File: src/rtl/bus_pkg.sv
// Shared types and defaults for the bus master and its timeout counter.
// Struct fields use the widest supported bus; the master narrows them to its own ADDR_W/DATA_W.
package bus_pkg;

  localparam int unsigned BUS_ADDR_W      = 32;
  localparam int unsigned BUS_DATA_W      = 32;
  localparam int unsigned DEFAULT_TIMEOUT = 16;

  typedef enum logic [1:0] {
    ST_IDLE = 2'd0,
    ST_BUS  = 2'd1,
    ST_RESP = 2'd2
  } state_e;

  typedef struct packed {
    logic                  read;
    logic [BUS_ADDR_W-1:0] addr;
    logic [BUS_DATA_W-1:0] wdata;
  } cmd_t;

  typedef struct packed {
    logic [BUS_DATA_W-1:0] rdata;
    logic                  error;
  } rsp_t;

endpackage

File: src/rtl/bus_if.sv
// Single-outstanding valid/ready bus between one master and one slave.
interface bus_if #(
  parameter int unsigned ADDR_W = 32,
  parameter int unsigned DATA_W = 32
);
  logic              valid;
  logic              read;
  logic [ADDR_W-1:0] addr;
  logic [DATA_W-1:0] write_data;
  logic              ready;
  logic [DATA_W-1:0] read_data;

  modport master (output valid, read, addr, write_data, input ready, read_data);
  modport slave  (input valid, read, addr, write_data, output ready, read_data);
endinterface

File: src/rtl/bus_timeout_cnt.sv
// Counts bus-wait cycles; expired_o flags the last cycle allowed before the master aborts.
module bus_timeout_cnt
  import bus_pkg::*;
#(
  parameter int unsigned TIMEOUT_CYCLES = DEFAULT_TIMEOUT
) (
  input  logic clk,
  input  logic reset,
  input  logic clear_i,
  input  logic enable_i,
  output logic expired_o
);

  localparam int unsigned    CNT_W    = $clog2(TIMEOUT_CYCLES) + 1;
  localparam logic [CNT_W-1:0] TERMINAL = CNT_W'(TIMEOUT_CYCLES - 1);

  logic [CNT_W-1:0] cnt_q, cnt_d;

  // Saturates at the terminal count so a stalled FSM can never see it wrap to zero.
  always_comb begin
    cnt_d = cnt_q;
    if (clear_i) begin
      cnt_d = '0;
    end else if (enable_i && (cnt_q != TERMINAL)) begin
      cnt_d = cnt_q + 1'b1;
    end
  end

  // NOTE: state registers use non-blocking assignments so every flop samples pre-edge values.
  always_ff @(posedge clk or posedge reset) begin
    if (reset) cnt_q <= '0;
    else       cnt_q <= cnt_d;
  end

  assign expired_o = (cnt_q == TERMINAL);

endmodule

File: src/rtl/bus_master_ctrl.sv
// Command-to-bus bridge: issues one read/write at a time on bus_if and returns data or a timeout error.
module bus_master_ctrl
  import bus_pkg::*;
#(
  parameter int unsigned ADDR_W         = BUS_ADDR_W,
  parameter int unsigned DATA_W         = BUS_DATA_W,
  parameter int unsigned TIMEOUT_CYCLES = DEFAULT_TIMEOUT
) (
  input  logic              clk,
  input  logic              reset,
  input  logic              cmd_valid,
  output logic              cmd_ready,
  input  logic              cmd_read,
  input  logic [ADDR_W-1:0] cmd_addr,
  input  logic [DATA_W-1:0] cmd_wdata,
  output logic              rsp_valid,
  input  logic              rsp_ready,
  output logic [DATA_W-1:0] rsp_rdata,
  output logic              rsp_error,
  bus_if.master             busc
);

  state_e state_q, state_d;
  cmd_t   cmd_q, cmd_d;
  rsp_t   rsp_q, rsp_d;
  logic   bus_valid_q, bus_valid_d;
  logic   cmd_ready_q, cmd_ready_d;
  logic   rsp_valid_q, rsp_valid_d;
  logic   cnt_clear, cnt_en, cnt_expired;

  bus_timeout_cnt #(
    .TIMEOUT_CYCLES(TIMEOUT_CYCLES)
  ) u_timeout (
    .clk      (clk),
    .reset    (reset),
    .clear_i  (cnt_clear),
    .enable_i (cnt_en),
    .expired_o(cnt_expired)
  );

  // NOTE: every variable gets a default before the case so no path leaves one unassigned (no latches).
  always_comb begin
    state_d     = state_q;
    cmd_d       = cmd_q;
    rsp_d       = rsp_q;
    bus_valid_d = bus_valid_q;
    cmd_ready_d = cmd_ready_q;
    rsp_valid_d = rsp_valid_q;
    cnt_clear   = 1'b0;
    cnt_en      = 1'b0;

    case (state_q)
      ST_IDLE: begin
        cnt_clear = 1'b1;
        if (cmd_valid && cmd_ready_q) begin
          cmd_d       = '{read: cmd_read, addr: BUS_ADDR_W'(cmd_addr), wdata: BUS_DATA_W'(cmd_wdata)};
          rsp_d       = '0;
          bus_valid_d = 1'b1;
          cmd_ready_d = 1'b0;
          state_d     = ST_BUS;
        end
      end

      // Ready beats the terminal count when both land in the same cycle.
      ST_BUS: begin
        cnt_en = 1'b1;
        if (busc.ready) begin
          rsp_d.rdata = cmd_q.read ? BUS_DATA_W'(busc.read_data) : '0;
          rsp_d.error = 1'b0;
          bus_valid_d = 1'b0;
          rsp_valid_d = 1'b1;
          state_d     = ST_RESP;
        end else if (cnt_expired) begin
          rsp_d       = '{rdata: '0, error: 1'b1};
          bus_valid_d = 1'b0;
          rsp_valid_d = 1'b1;
          state_d     = ST_RESP;
        end
      end

      ST_RESP: begin
        if (rsp_ready) begin
          rsp_valid_d = 1'b0;
          cmd_ready_d = 1'b1;
          state_d     = ST_IDLE;
        end
      end

      default: begin
        bus_valid_d = 1'b0;
        rsp_valid_d = 1'b0;
        cmd_ready_d = 1'b1;
        state_d     = ST_IDLE;
      end
    endcase
  end

  // NOTE: only control and output-visible registers exist here; all of them are reset.
  always_ff @(posedge clk or posedge reset) begin
    if (reset) begin
      state_q     <= ST_IDLE;
      cmd_q       <= '0;
      rsp_q       <= '0;
      bus_valid_q <= 1'b0;
      cmd_ready_q <= 1'b1;
      rsp_valid_q <= 1'b0;
    end else begin
      state_q     <= state_d;
      cmd_q       <= cmd_d;
      rsp_q       <= rsp_d;
      bus_valid_q <= bus_valid_d;
      cmd_ready_q <= cmd_ready_d;
      rsp_valid_q <= rsp_valid_d;
    end
  end

  assign cmd_ready       = cmd_ready_q;
  assign rsp_valid       = rsp_valid_q;
  assign rsp_rdata       = DATA_W'(rsp_q.rdata);
  assign rsp_error       = rsp_q.error;
  assign busc.valid      = bus_valid_q;
  assign busc.read       = cmd_q.read;
  assign busc.addr       = ADDR_W'(cmd_q.addr);
  assign busc.write_data = DATA_W'(cmd_q.wdata);

endmodule

File: src/flat_wrapper.sv
// flat-port wrapper written by rule: the top's interface ports become plain ports
module bus_master_ctrl_flat import bus_pkg::*;
#(
  parameter int unsigned ADDR_W         = BUS_ADDR_W,
  parameter int unsigned DATA_W         = BUS_DATA_W,
  parameter int unsigned TIMEOUT_CYCLES = DEFAULT_TIMEOUT
)
  (clk, reset, cmd_valid, cmd_ready, cmd_read, cmd_addr, cmd_wdata, rsp_valid, rsp_ready, rsp_rdata, rsp_error, busc_valid, busc_read, busc_addr, busc_write_data, busc_ready, busc_read_data);
  bus_if #(.ADDR_W(ADDR_W), .DATA_W(DATA_W)) busc_i ();
  input  logic clk;
  input  logic reset;
  input  logic cmd_valid;
  output logic cmd_ready;
  input  logic cmd_read;
  input  logic [ADDR_W-1:0] cmd_addr;
  input  logic [DATA_W-1:0] cmd_wdata;
  output logic rsp_valid;
  input  logic rsp_ready;
  output logic [DATA_W-1:0] rsp_rdata;
  output logic rsp_error;
  output wire logic [$bits(busc_i.valid)-1:0] busc_valid;
  output wire logic [$bits(busc_i.read)-1:0] busc_read;
  output wire logic [$bits(busc_i.addr)-1:0] busc_addr;
  output wire logic [$bits(busc_i.write_data)-1:0] busc_write_data;
  input wire logic [$bits(busc_i.ready)-1:0] busc_ready;
  input wire logic [$bits(busc_i.read_data)-1:0] busc_read_data;
  assign busc_valid = busc_i.valid;
  assign busc_read = busc_i.read;
  assign busc_addr = busc_i.addr;
  assign busc_write_data = busc_i.write_data;
  assign busc_i.ready = busc_ready;
  assign busc_i.read_data = busc_read_data;
  bus_master_ctrl #(.ADDR_W(ADDR_W), .DATA_W(DATA_W), .TIMEOUT_CYCLES(TIMEOUT_CYCLES)) u_core (.clk(clk), .reset(reset), .cmd_valid(cmd_valid), .cmd_ready(cmd_ready), .cmd_read(cmd_read), .cmd_addr(cmd_addr), .cmd_wdata(cmd_wdata), .rsp_valid(rsp_valid), .rsp_ready(rsp_ready), .rsp_rdata(rsp_rdata), .rsp_error(rsp_error), .busc(busc_i));
endmodule
File: config.mk
export PLATFORM = sky130hd
export DESIGN_NAME = bus_master_ctrl_flat
export DESIGN_NICKNAME = d
export VERILOG_FILES = /design/src/rtl/bus_pkg.sv /design/src/rtl/bus_if.sv /design/src/rtl/bus_timeout_cnt.sv /design/src/rtl/bus_master_ctrl.sv /design/src/flat_wrapper.sv
export SDC_FILE = /design/constraint.sdc
export NUM_CORES = 1
export LEC_CHECK = 0
export CORE_ASPECT_RATIO = 0.8
export CORE_MARGIN = 5
export CORE_UTILIZATION = 45
export DETAILED_ROUTE_END_ITERATION = 8
export DONT_BUFFER_PORTS = 1
export PLACE_DENSITY = 0.59
export SETUP_SLACK_MARGIN = 0.5
export SYNTH_ARGS = -nofsm -noshare
export SYNTH_HDL_FRONTEND = slang
export SYNTH_SLANG_ARGS = --single-unit
export TNS_END_PERCENT = 20
File: constraint.sdc
create_clock -name clk -period 5.2 [get_ports clk]
set_clock_uncertainty 0.15 [all_clocks]
set_input_delay 1.3 -clock clk [delete_from_list [all_inputs] [get_ports clk]]
set_output_delay 1.3 -clock clk [all_outputs]
set_load 0.1 [all_outputs]
==> flow_summary.toml <==
[status]
status = "completed"

[clock_tree]
htree_levels = 3
cts_setup_buffers = 0
cts_buffer_depth = 2
clock-root-buffer = "clkbuf_16"
cts_made_buffers = 9
worstSkewPairLatency_ns = 0.34
cts_tree = "built"
postCtsHoldBufs = 0
clock_sinks = 108
post_cts_resized = 0
clk_pin_slew_ns = 0.07

[synthesis]
ys_warn_count = 0
synth_commonest_cells = "dfrtp_1 (107), mux2_2 (65), a22o_1 (33)"
synth_nets = 371
synth-edff-count = 0
syn_inst = 267
synth_top_cell_area_share_pct = 65.4
synth_async_sr_flop_share_pct = 100
ys_types = 28
synthTopCellsByArea = "dfrtp_1 (65%), mux2_2 (18%), a22o_1 (7.1%)"
ys.flop_type = "dfrtp_1"
synth.avg_cell_area_um2 = 15.3
ys_seq_area_share_pct = 66.0
netlist_area_um2 = 4100
ys_seq_elements = 108
yosysMostFrequentCell = "dfrtp_1"
yosys.area.top_type = "dfrtp_1"

[placement]
numPortBuffers = 0
hpwl_um = 5930
dpl-instance-area_um2 = 4150
gp_congestion = 0.671
placed_cells = 367

[die]
io_pins = 203
die_area_um2 = 11100
row_count = 31
initial_core_util_pct = 45.7
die_w_um = 117
coreArea_um2 = 8960
die_h_um = 95.3

[global_route]
grt_overflow_total = 0
grt_pass1_wl_um = 11700
grt_pass1_vias = 2111
grt_use_total_pct = 13.9
grt_max_degree = 75
antenna_found_initial = 0

[critical_path]
start_kind = "flop"
reg2reg_slack_ns = 2.47
crit_path_end_kind = "output port"
required_ns = 3.75
crit-reg2reg-launch = "u_core.u_timeout.cnt_q[0]"
reg2regPathDepth = 6
critPathArrivalTime_ns = 1.32
crit_path_max_fanout = 3
reg2reg_to = "u_core.rsp_rdata[27]"
critPathKind = "flop to output port"

[cells_and_area]
stdcell_area_um2 = 4430
nets = 367
n_antenna_cell = 0
synthToLayoutAreaGrowth_pct = 8.25
final_cells = 383
layout-drive-gt1-share_pct = 33.2

[detailed_routing]
drt_iter0_markers = 152
dr_total_vias = 2159
vias_per_cell = 5.64
final_antenna_net_count = 0
wirelength_um = 8170
drcViolationCount = 0
wl_per_cell_um = 21.3
dr.pass1.iters = 4

[sta]
fmax_mhz = 361
final_hold_viol_count = 0
tns_ns = 0
finalSetupViolCount = 0
min_period_ns = 2.77
rsz0062_at_grt = "no"
slew_headroom_pct = 19.9
timing.hold.ws_ns = 0.334
slew_viol_final = 0
post-route-period-util_pct = 53.3
worst_pin_slew_ns = 1.20

[worst_hold_path]
whs_path_depth = 2
min_to = "u_core.u_timeout.cnt_q[4]"
hold_start = "u_core.u_timeout.cnt_q[4]"
hp-class = "flop to flop"

[run]
maxCapViolCount = 0
## worst max path at each step
stage	from	to	depth (start not counted)
3_5_place_dp	cmd_valid	u_core.rsp_rdata[27]	3
6_report	u_core.rsp_valid	rsp_valid	0
2_1_floorplan	reset	u_core.busc.addr[0]	1
3_3_place_gp	cmd_valid	u_core.rsp_rdata[1]	3
4_1_cts	u_core.rsp_valid	rsp_valid	0
5_1_grt	u_core.u_timeout.cnt_q[0]	u_core.rsp_rdata[27]	6
## per-stage QoR
| step | util, % | worst slack [ns] |
|---|---|---|
| CTS | 49.5 | 2.42 |
| floorplan | - | 0.906 |
| global route | 49.5 | 2.26 |
| detailed placement | 46.3 | 2.12 |
| finish | 49.5 | 2.43 |
| global placement | 46.3 | 2.20 |
## cells in the final DEF, fill, tap and decap left out, types with 2 or more instances in the layout
| master | instances |
|---|---|
| a21oi_1 | 4 |
| a22o_1 | 33 |
| buf_4 | 2 |
| clkbuf_16 | 9 |
| clkinv_2 | 2 |
| dfrtp_1 | 107 |
| ha_1 | 2 |
| inv_6 | 3 |
| mux2_2 | 65 |
| nand2_1 | 7 |
| nand2b_1 | 4 |
| nand3_1 | 2 |
| nor2_1 | 4 |
| o21ai_0 | 4 |
| or2_2 | 2 |
| or3_1 | 2 |
## worst register-to-register path, stage by stage, from the launching register on
cell and delay, ns:
dfrtp_1 0.42, ha_1 0.24, and3_1 0.19, ha_1 0.27, nor2_1 0.17, o21ba_1 0.91, a22o_1 0.31
## final cells by class
cell class | instances | area [um^2]
Inverter | 2 | 10.0
Tap cell | 115 | 144
Clock inverter | 6 | 45.0
Timing Repair Buffer | 2 | 15.0
Sequential cell | 108 | 2700
Clock buffer | 10 | 239
Fill cell | 754 | 4530
Multi-Input combinational cell | 140 | 1280
## cell families after synthesis
logic type,count (synthesis),share of synthesized area (%)
muxes,66,18.1
AOI/OAI and AO/OA,45,8.86
adders and majority gates,2,0.611
and+or+nand+nor,27,3.54
DFF,108,66.0
buffers and inverters,19,2.87
## registers in the layout, summed over array words and instances (netlist names)
register,flops
u_core.u_timeout.cnt_q,5
u_core.busc.valid,1
u_core.cmd_ready,1
u_core.state_q,2
u_core.rsp_error,1
u_core.busc.read,1
u_core.rsp_rdata,32
u_core.busc.addr,32
u_core.rsp_valid,1
u_core.busc.write_data,32
## layer usage
metal	part of all wire (%)	GRT usage, %	vias to the layer above
met5	0	0	-
met4	1.5	5.16	0
met3	12	6.09	13
met2	47	21.0	131
met1	40	17.7	1061
li1	-	-	954
Power is not shown: default switching activity piles up to over one toggle a cycle in this logic, so the estimate is an artifact.
